File: src/rtl/comparator_bist.sv
// comparator_bist: in-system BIST that drives LFSR operand pairs into a magnitude
// comparator, waits a settle window, and checks its gt/lt/eq flags against a reference.
module comparator_bist #(
    parameter int          WIDTH       = 4,
    parameter int          NUM_VECTORS = 5,
    parameter int          SETTLE      = 1,
    parameter logic [15:0] SEED        = 16'hACE1
) (
    input  logic             clk,
    input  logic             rst,
    input  logic             start,
    output logic [WIDTH-1:0] a_out,
    output logic [WIDTH-1:0] b_out,
    input  logic             a_grt_b_in,
    input  logic             a_less_b_in,
    input  logic             a_eq_b_in,
    output logic             busy,
    output logic             done,
    output logic             pass,
    output logic [15:0]      vec_count,
    output logic [15:0]      err_count,
    output logic [WIDTH-1:0] err_a,
    output logic [WIDTH-1:0] err_b
);

    typedef enum logic [2:0] {
        S_IDLE,
        S_DRIVE,
        S_SETTLE,
        S_CHECK,
        S_DONE
    } state_t;

    // An all-zero seed would lock the LFSR, so it is replaced by 1.
    localparam logic [15:0] LFSR_INIT   = (SEED == 16'h0000) ? 16'h0001 : SEED;
    localparam logic [7:0]  SETTLE_LOAD = (SETTLE > 0) ? 8'(SETTLE - 1) : 8'd0;
    localparam logic [16:0] LAST_COUNT  = 17'(NUM_VECTORS);

    state_t           r_state;
    state_t           w_nextState;
    logic [15:0]      r_lfsr;
    logic [7:0]       r_settleCnt;
    logic [WIDTH-1:0] r_aOut;
    logic [WIDTH-1:0] r_bOut;
    logic             r_pass;
    logic [15:0]      r_vecCount;
    logic [15:0]      r_errCount;
    logic [WIDTH-1:0] r_errA;
    logic [WIDTH-1:0] r_errB;

    logic [15:0]      w_lfsrNext;
    logic [WIDTH-1:0] w_bDrive;
    logic [2:0]       w_expFlags;
    logic             w_vecFail;
    logic             w_lastVec;
    logic [15:0]      w_errNext;

    assign w_lfsrNext = {1'b0, r_lfsr[15:1]} ^ (r_lfsr[0] ? 16'hB400 : 16'h0000);
    // Every fourth vector reuses the low LFSR slice for b so the equal case is exercised.
    assign w_bDrive   = (r_vecCount[1:0] == 2'b11) ? r_lfsr[WIDTH-1:0] : r_lfsr[2*WIDTH-1:WIDTH];
    assign w_expFlags = {r_aOut > r_bOut, r_aOut < r_bOut, r_aOut == r_bOut};
    assign w_vecFail  = ({a_grt_b_in, a_less_b_in, a_eq_b_in} != w_expFlags);
    assign w_lastVec  = (({1'b0, r_vecCount} + 17'd1) == LAST_COUNT);
    assign w_errNext  = (w_vecFail && (r_errCount != 16'hFFFF)) ? r_errCount + 16'd1 : r_errCount;

    always_ff @(posedge clk) begin
        if (rst) begin
            r_state <= S_IDLE;
        end else begin
            r_state <= w_nextState;
        end
    end

    always_comb begin
        w_nextState = r_state;
        busy        = 1'b0;
        done        = 1'b0;
        case (r_state)
            S_IDLE: begin
                if (start) begin
                    w_nextState = S_DRIVE;
                end
            end
            S_DRIVE: begin
                busy        = 1'b1;
                w_nextState = (SETTLE == 0) ? S_CHECK : S_SETTLE;
            end
            S_SETTLE: begin
                busy = 1'b1;
                if (r_settleCnt == 8'd0) begin
                    w_nextState = S_CHECK;
                end
            end
            S_CHECK: begin
                busy        = 1'b1;
                w_nextState = w_lastVec ? S_DONE : S_DRIVE;
            end
            S_DONE: begin
                done        = 1'b1;
                w_nextState = S_IDLE;
            end
            default: begin
                w_nextState = S_IDLE;
            end
        endcase
    end

    // Pass is resolved on the last CHECK so it is already valid while done is high.
    always_ff @(posedge clk) begin
        if (rst) begin
            r_lfsr      <= LFSR_INIT;
            r_settleCnt <= 8'd0;
            r_aOut      <= '0;
            r_bOut      <= '0;
            r_pass      <= 1'b0;
            r_vecCount  <= 16'd0;
            r_errCount  <= 16'd0;
            r_errA      <= '0;
            r_errB      <= '0;
        end else begin
            case (r_state)
                S_IDLE: begin
                    if (start) begin
                        r_lfsr     <= LFSR_INIT;
                        r_pass     <= 1'b0;
                        r_vecCount <= 16'd0;
                        r_errCount <= 16'd0;
                        r_errA     <= '0;
                        r_errB     <= '0;
                    end
                end
                S_DRIVE: begin
                    r_aOut      <= r_lfsr[WIDTH-1:0];
                    r_bOut      <= w_bDrive;
                    r_lfsr      <= w_lfsrNext;
                    r_settleCnt <= SETTLE_LOAD;
                end
                S_SETTLE: begin
                    if (r_settleCnt != 8'd0) begin
                        r_settleCnt <= r_settleCnt - 8'd1;
                    end
                end
                S_CHECK: begin
                    r_vecCount <= r_vecCount + 16'd1;
                    r_errCount <= w_errNext;
                    if (w_vecFail && (r_errCount == 16'd0)) begin
                        r_errA <= r_aOut;
                        r_errB <= r_bOut;
                    end
                    if (w_lastVec) begin
                        r_pass <= (w_errNext == 16'd0);
                    end
                end
                S_DONE: begin
                    r_pass <= (r_errCount == 16'd0);
                end
                default: begin
                end
            endcase
        end
    end

    assign a_out     = r_aOut;
    assign b_out     = r_bOut;
    assign pass      = r_pass;
    assign vec_count = r_vecCount;
    assign err_count = r_errCount;
    assign err_a     = r_errA;
    assign err_b     = r_errB;

endmodule

File: config.mk
export PLATFORM = sky130hd
export DESIGN_NAME = comparator_bist
export DESIGN_NICKNAME = d
export VERILOG_FILES = /design/src/rtl/comparator_bist.sv
export SDC_FILE = /design/constraint.sdc
export NUM_CORES = 1
export LEC_CHECK = 0
export CAP_MARGIN = 20
export CORE_MARGIN = 10
export CORE_UTILIZATION = 50
export CTS_CLUSTER_SIZE = 12
export DETAILED_ROUTE_END_ITERATION = 6
export GPL_ROUTABILITY_DRIVEN = 0
export PLACE_DENSITY = 0.72
export SETUP_SLACK_MARGIN = 0.05
export SYNTH_ARGS = -nofsm -noshare
export SYNTH_HDL_FRONTEND = slang
export SYNTH_SLANG_ARGS = --single-unit
File: constraint.sdc
create_clock -name clk -period 7.9 [get_ports clk]
set_input_delay 1.58 -clock clk [delete_from_list [all_inputs] [get_ports clk]]
set_output_delay 1.58 -clock clk [all_outputs]
set_load 0.1 [all_outputs]
==> flow_metrics.env <==
export IMPL_status="finished, final reports clean"
export IMPL_crit_buf_inv=1
export IMPL_wl_microns=11100
export IMPL_p_per_area_nw_per_um2=267
export IMPL_drc=0
export IMPL_n_antenna_cell=0
export IMPL_ys_seq_elements=76
export IMPL_dr_pass1_iters=4
export IMPL_path_class="input pin to register"
export IMPL_path_cells="clkdlybuf4s50_1 > or4_1 > and3_1 > a21oi_1 > nand4_1 > a2111oi_4 > nand4_1 > o21ai_1"
export IMPL_syn_area_sq_um=4140
export IMPL_tns_ns=0
export IMPL_dr_first_iter_drc_count=225
export IMPL_async_reset_ff_share_pct=0
export IMPL_critical_path_max_stage_delay_ns=0.68
export IMPL_rsz0062_at_grt="no"
export IMPL_r2r_cells=10
export IMPL_startpoint_type="input pin"
export IMPL_cts_buffers=9
export IMPL_clk_path_buf_depth=2
export IMPL_row_count=33
export IMPL_yosys_warnings=0
export IMPL_cts_sinks=76
export IMPL_r2r_slack_ns=4.54
export IMPL_cp_end_kind="register"
export IMPL_insertion_delay_ns=0.35
export IMPL_syn_instance_count=532
export IMPL_ant_nets=0
export IMPL_ys_flop_type="dfxtp_1"
export IMPL_cts_tree="built"
export IMPL_clkTransAtPathRegs_ns=0.09
export IMPL_cp_arrival_ns=4.39
export IMPL_holdPathStages=2
export IMPL_yosysSeqAreaShare_pct=36.7
export IMPL_worstHoldEndpoint="err_a[2]$_SDFFE_PP0P_"
export IMPL_cts_resized=0
export IMPL_start_util_pct=50.9
export IMPL_synth_edff_count=0
export IMPL_via_per_inst=6.02
export IMPL_dp_cells=661
export IMPL_die_area_sq_um=12300
export IMPL_area_growth_pct=18.0
export IMPL_dp_hpwl_microns=7600
export IMPL_crit_family="compound AO/OA/AOI/OAI gates"
export IMPL_hold_buffers=0
export IMPL_io_pins=57
export IMPL_dieWidth_microns=111
export IMPL_fin_crit_sh_pct=51.9
export IMPL_syn_area_per_cell_sq_um=7.79
export IMPL_fmax_mhz=244
export IMPL_r2r_end="pass$_SDFFE_PP0P_"
export IMPL_numPortBuffers=56
export IMPL_hold_viol_final=0
export IMPL_grt_pass1_wl_microns=18800
export IMPL_fin_nets=583
export IMPL_critPathMostFrequentCell="nand4_1"
export IMPL_setup_viol=0
export IMPL_syn_nets=548
export IMPL_synth_cell_type_count=58
export IMPL_antenna_found_initial=0
export IMPL_slew_violations=0
export IMPL_drv_cap=0
export IMPL_fin_skew_ns=0.00928
export IMPL_grt_ovfl_total=0
export IMPL_grt_pass1_vias=3655
export IMPL_wl_per_cell_microns=16.4
export IMPL_grt_max_degree=73
export IMPL_cts_root_buf="clkbuf_8"
export IMPL_cts_setup_buffers=0
export IMPL_vias=4074
export IMPL_hold_path_class="register to register"
export IMPL_irDropWorstVdd_mv=0.182
export IMPL_tightestPinTransition_ns=1.06
export IMPL_slowest_stage="a21oi_1"
export IMPL_fp_coreArea_sq_um=8130
export IMPL_fillers=751
export IMPL_maxSlewHeadroom_pct=29.2
export IMPL_drive_above_1_share_pct=5.77
export IMPL_crit_required_ns=8.19
export IMPL_fp_dieH_microns=111
export IMPL_fin_crit_ns=4.10
export IMPL_leakagePower_uw=0.00167
export IMPL_final_cells=677
export IMPL_r2r_start="b_out[3]$_SDFFE_PP0P_"
export IMPL_grt_usage_pct=17.6
export IMPL_path_max_fanout=12
export IMPL_hold_start="err_a[2]$_SDFFE_PP0P_"
export IMPL_cts_htree_levels=3
[metal layers]
metal / wire length, microns / vias up / global-route usage [%]
met4: 117 / 0 / 5.06
li1: - / 1995 / -
met3: 647 / 11 / 3.46
met2: 5290 / 102 / 27.9
met5: 0 / - / 0
met1: 5020 / 1966 / 23.6
[worst max-delay path by stage]
stage / startpoint / endpoint / slack [ns] / cells past startpoint
detailed placement: a_less_b_in / pass$_SDFFE_PP0P_ / 3.45 / 8
CTS: a_less_b_in / pass$_SDFFE_PP0P_ / 3.82 / 8
finish: a_less_b_in / pass$_SDFFE_PP0P_ / 3.80 / 8
floorplan: vec_count[0]$_SDFFE_PP0P_ / pass$_SDFFE_PP0P_ / 4.42 / 10
global placement: a_less_b_in / pass$_SDFFE_PP0P_ / 3.55 / 8
global route: a_less_b_in / pass$_SDFFE_PP0P_ / 3.64 / 8
[synthesized netlist by cell type (10+ instances only)]
library cell,number,area [sq um]
nor2_1,66,248
nand2b_1,10,62.6
dfxtp_1,76,1520
clkbuf_1,28,105
nand4_1,10,62.6
nor3_1,14,70.1
ha_1,10,125
nand2_1,58,218
a21oi_1,43,215
nand3_1,23,115
o21ai_0,22,110
xor2_1,10,87.6
inv_1,15,56.3
[worst min-delay path: cells and delay by family (launching register included)]
kind | cells | cell delay, ns
AND/OR/NAND/NOR | 1 | 0.06
flip-flops | 1 | 0.32
AO/OA/AOI/OAI | 1 | 0.06
[flip-flops by register name (all words and copies together) (netlist names)]
signal	count
r_state	3
err_count	16
err_b	4
a_out	4
pass	1
r_lfsr	16
r_settleCnt	8
b_out	4
err_a	4
vec_count	16
[final cells by class]
cell class,count,area [sq um],share of cell area (%)
clock inverter,6,45.0,0.921
inverter,15,56.3,1.15
timing repair buffer,58,571,11.7
tap,105,131,2.69
sequential,76,1520,31.1
multi-input combinational,407,2430,49.6
clock buffer,10,138,2.82
[through the flow]
stage	setup slack [ns]	total power, uW	hold WS (ns)	instance area (sq um)	util [%]
4_1_cts	3.82	1310	0.475	4890	60.1
2_1_floorplan	4.42	905	0.446	4140	-
3_3_place_gp	3.55	1020	0.458	4710	57.9
3_5_place_dp	3.45	1030	0.463	4710	57.9
6_report	3.80	1300	0.474	4890	60.1
5_1_grt	3.64	1390	0.500	4890	60.1
[where the power goes]
part	internal [uW]	leakage, uW	switching [uW]
clock	125	0.0000970	157
sequential	433	0.000616	53.2
combinational	157	0.000960	379
[layout by cell type, fill, tap and decap left out, drive strengths merged, types with 4 or more instances in the layout]
cell           count
clkdlybuf4s50     55
a211oi             7
dfxtp             76
nor2              66
a22oi             10
and4               4
and2               5
or3                9
clkinv             4
o22ai              9
a21oi             43
or2                6
nor4               9
clkbuf            10
nand3             23
xor2              10
nand4             10
mux2i              9
nand2b            10
nor3              14
ha                10
nand2             58
xnor2              9
inv               17
o21ai             24
and3               9
a31oi              4
nor4b              4
a311oi             8
or4                4
[kinds of logic (layout without fill, tap and decap cells)]
| family | Yosys count | after routing | share of synthesized area, % |
|---|---|---|---|
| mux | 11 | 11 | 2.72 |
| xor+xnor | 19 | 19 | 4.02 |
| buf+inv | 49 | 89 | 4.71 |
| flops | 76 | 76 | 36.7 |
| simple gates | 240 | 240 | 28.7 |
| fa+ha+maj | 10 | 10 | 3.02 |
| compound gates | 127 | 127 | 20.1 |
Note: power is estimated with default switching activity, not from simulation.
==> patch 1, RTL diff (same flow settings) <==
Change the parameter `WIDTH` from 4 to 3.
--- a/src/rtl/comparator_bist.sv
+++ b/src/rtl/comparator_bist.sv
@@ -3,3 +3,3 @@
 module comparator_bist #(
-    parameter int          WIDTH       = 4,
+    parameter int          WIDTH       = 3,
     parameter int          NUM_VECTORS = 5,
Ports: changed (resized a_out, b_out, err_a and err_b); port bits go from 57 to 53. No check against the original RTL was run, so the function may have changed too.
==> patch 1 against the unedited design <==
Wire length is 7.3% lower. Largest cell class unchanged. Largest power group unchanged. Maximum frequency is 3.1% higher. Area after synthesis is 3.0% lower. Via count is 7.8% lower. Final area is 4.2% lower. Total power is 4.0% lower. Sequential cell count is 4 lower. Register-to-register slack better by 0.28 ns. Die area is 2.5% lower. Count of clock-buffer cells in the layout is 1 lower. Worst setup slack better by 0.12 ns. Non-clock buffer count is 4 lower. Clock skew is 0.0043 ns higher. Global-route usage is 0.52 points lower.
==> patch 1: results <==
[run_status]
status = "finished, final reports clean"

[finish]
comb.multi_input.count = 388
fillCellCount = 714
clock_cell_area_share_pct = 4.41
seqAreaFraction_pct = 30.8
layout-drive-gt1-share_pct = 5.35
buffers = 54
nNetsFinal = 552
buf_share_pct = 11.3
layout.cells.non_filler = 644

[timing]
worst_pin_slew_ns = 1.01
skew_ns = 0.0136

[critical_path]
reg2reg_depth = 9
reg2reg_setup_slack_ns = 4.82
critPathSlowestCell = "clkdlybuf4s50_1"
r2r-start = "vec_count[0]$_SDFFE_PP0P_"
crit_fanout = 13
critPathTopFamily = "buffers and inverters"

[logic_synthesis]
synth.top_cells.by_count = "dfxtp_1 (72), nor2_1 (66), nand2_1 (42)"
synth.yosys.seq_area_share_pct = 35.9
yosysUniqueCellTypes = 57
syn_area_per_cell_sq_um = 7.85

[place]
dp.cells = 628
dpl.hpwl_mm = 7.00

[drt]
via_count = 3758
drtIter0Drc = 160
wl_mm = 10.3

[power]
pg_seq_uw = 459
swShare_pct = 43.0

[global_route]
met2_usage_pct = 26.0
grt_pass1_vias = 3329
grt_use_met1_pct = 22.9
grtUsageMet3_pct = 4.15
grt_max_degree = 69
grtUsageTotal_pct = 17.1

[floorplan]
dieArea_sq_mm = 0.0120
==> patch 1: cell types whose count changed after synthesis, sizes merged, moves of 5 or more <==
cell	change
nand2b	+6
or3	-6
and2	+5
or2	-5
nand2	-16
==> patch 1: cells by family after synthesis <==
logic type / Yosys count / synth area share (%)
buffers and inverters: 52 / 6.13
and+or+nand+nor: 220 / 28.2
xor gates and xnor gates: 20 / 4.36
adders and majority gates: 9 / 2.80
muxes: 7 / 1.77
AOI/OAI and AO/OA: 132 / 20.8
DFF: 72 / 35.9
==> patch 1: per-stage QoR <==
stage          area, sq um  utilization (%)  hold slack (ns)  setup WS (ns)
3_5_place_dp          4480             57.6            0.458           3.75
5_1_grt               4680             60.3            0.495           3.84
6_report              4680             60.3            0.473           3.92
2_1_floorplan         4020                -            0.445           4.32
4_1_cts               4680             60.3            0.472           3.92
3_3_place_gp          4480             57.6            0.454           3.82
==> patch 2, RTL diff (same settings) <==
Without the edit above. The 5 states of `state_t` get a one-hot encoding in 5 bits.
--- a/src/rtl/comparator_bist.sv
+++ b/src/rtl/comparator_bist.sv
@@ -25,8 +25,8 @@
 
-    typedef enum logic [2:0] {
-        S_IDLE,
-        S_DRIVE,
-        S_SETTLE,
-        S_CHECK,
-        S_DONE
+    typedef enum logic [4:0] {
+        S_IDLE   = 5'b00001,
+        S_DRIVE  = 5'b00010,
+        S_SETTLE = 5'b00100,
+        S_CHECK  = 5'b01000,
+        S_DONE   = 5'b10000
     } state_t;
Behaviour: no difference found for any inputs over 10 cycles, from zero or initial values and one cycle with rst high; not proved beyond that.
==> patch 2 against the unedited design <==
Final area rose by 7.6%. Highest routed layer unchanged. Area after synthesis grew 9.4%. Worst setup slack worse by 0.61 ns. Wire length up 6.9%. Sequential cell count increased by 2.
Power is not compared: it rests on default switching activity, and its combinational part moved more than twofold at a synthesized area within 25%.
==> patch 2: results <==
[run_status]
status = "finished, final reports clean"

[drt]
met3_length_um = 834
drt_first_pass_iters = 6
via_count = 4409
wl_met2_mm = 5.65
wl_mm = 11.8
drt-met1-wl_mm = 5.17
drtIter0Drc = 305

[finish]
layout-drive-gt1-share_pct = 6.76
nNetsFinal = 633
layout.cells.non_filler = 729
fillCellCount = 800

[global_route]
met2_usage_pct = 29.2
grt_use_met1_pct = 22.7
grtUsageTotal_pct = 17.9
grt_pass1_wl_mm = 19.9
grtUsageMet3_pct = 3.54
grt_max_degree = 75
grt_pass1_vias = 4111

[clock_tree]
cts_buffer_depth = 2
cts_buffers = 9

[logic_synthesis]
synth.yosys.seq_area_share_pct = 34.4
yosysWarnings = 0
synth.top_cells.by_count = "dfxtp_1 (78), nor2_1 (70), nand2_1 (66)"
synth_area_leaders = "dfxtp_1 (34%), a21oi_1 (5.9%), nor2_1 (5.8%), nand2_1 (5.5%), nand3_1 (4.5%)"
yosysUniqueCellTypes = 71
synth_nets = 604
syn_area_per_cell_sq_um = 7.71

[critical_path]
crit_fanout = 37
worstPathArrival_ns = 3.13
reg2reg_setup_slack_ns = 4.81

[place]
dpl.hpwl_mm = 8.03
dp.cells = 713
placed_cell_area_sq_mm = 0.00506

[power]
pg_seq_uw = 401

[timing]
hold_slack_ns = 0.456
drv_slew = 0
skew_ns = 0.00993
slew_headroom_pct = 33.2
## patch 2: worst paths after layout
kind	startpoint	end	depth (start not counted)
worst max-delay path	r_state[0]$_SDFFE_PP1P_	busy	5
worst min-delay path	r_lfsr[15]$_SDFFE_PP1P_	r_lfsr[14]$_SDFFE_PP0P_	2
worst max register to register	vec_count[0]$_SDFFE_PP0P_	pass$_SDFFE_PP0P_	7
worst min register to register	r_lfsr[15]$_SDFFE_PP1P_	r_lfsr[14]$_SDFFE_PP0P_	2
## patch 2: area by class of cell
type,count,area [sq um],share of cell area (%)
Clock inverter,6,62.6,1.19
Timing Repair Buffer,60,593,11.3
Clock buffer,9,124,2.35
Tap cell,108,135,2.57
Sequential cell,78,1560,29.7
Multi-Input combinational cell,451,2720,51.7
Inverter,17,63.8,1.21
## patch 2: critical path, stage by stage, from the launching register on
cell and delay, ns:
dfxtp_1 0.35, or3_1 0.45, or3b_1 0.39, buf_4 0.27, nand3_1 0.14, clkdlybuf4s50_1 1.17
## patch 2: kinds of logic (layout without fill, tap and decap cells)
| group | Yosys count | after routing | synth area share, % |
|---|---|---|---|
| simple gates | 268 | 268 | 29.3 |
| compound gates | 146 | 146 | 22.3 |
| flops | 78 | 78 | 34.4 |
| buf+inv | 59 | 92 | 5.69 |
| xor+xnor | 17 | 17 | 3.28 |
| fa+ha+maj | 10 | 10 | 2.76 |
| mux | 10 | 10 | 2.24 |
## patch 2: metrics by stage
stage / worst slack, ns / total power [mW] / util (%)
detailed placement: 3.58 / 0.493 / 57.7
floorplan: 3.21 / 0.472 / -
CTS: 3.19 / 0.785 / 59.9
global route: 3.03 / 0.809 / 60.0
finish: 3.19 / 0.781 / 60.0
global placement: 3.60 / 0.490 / 57.7
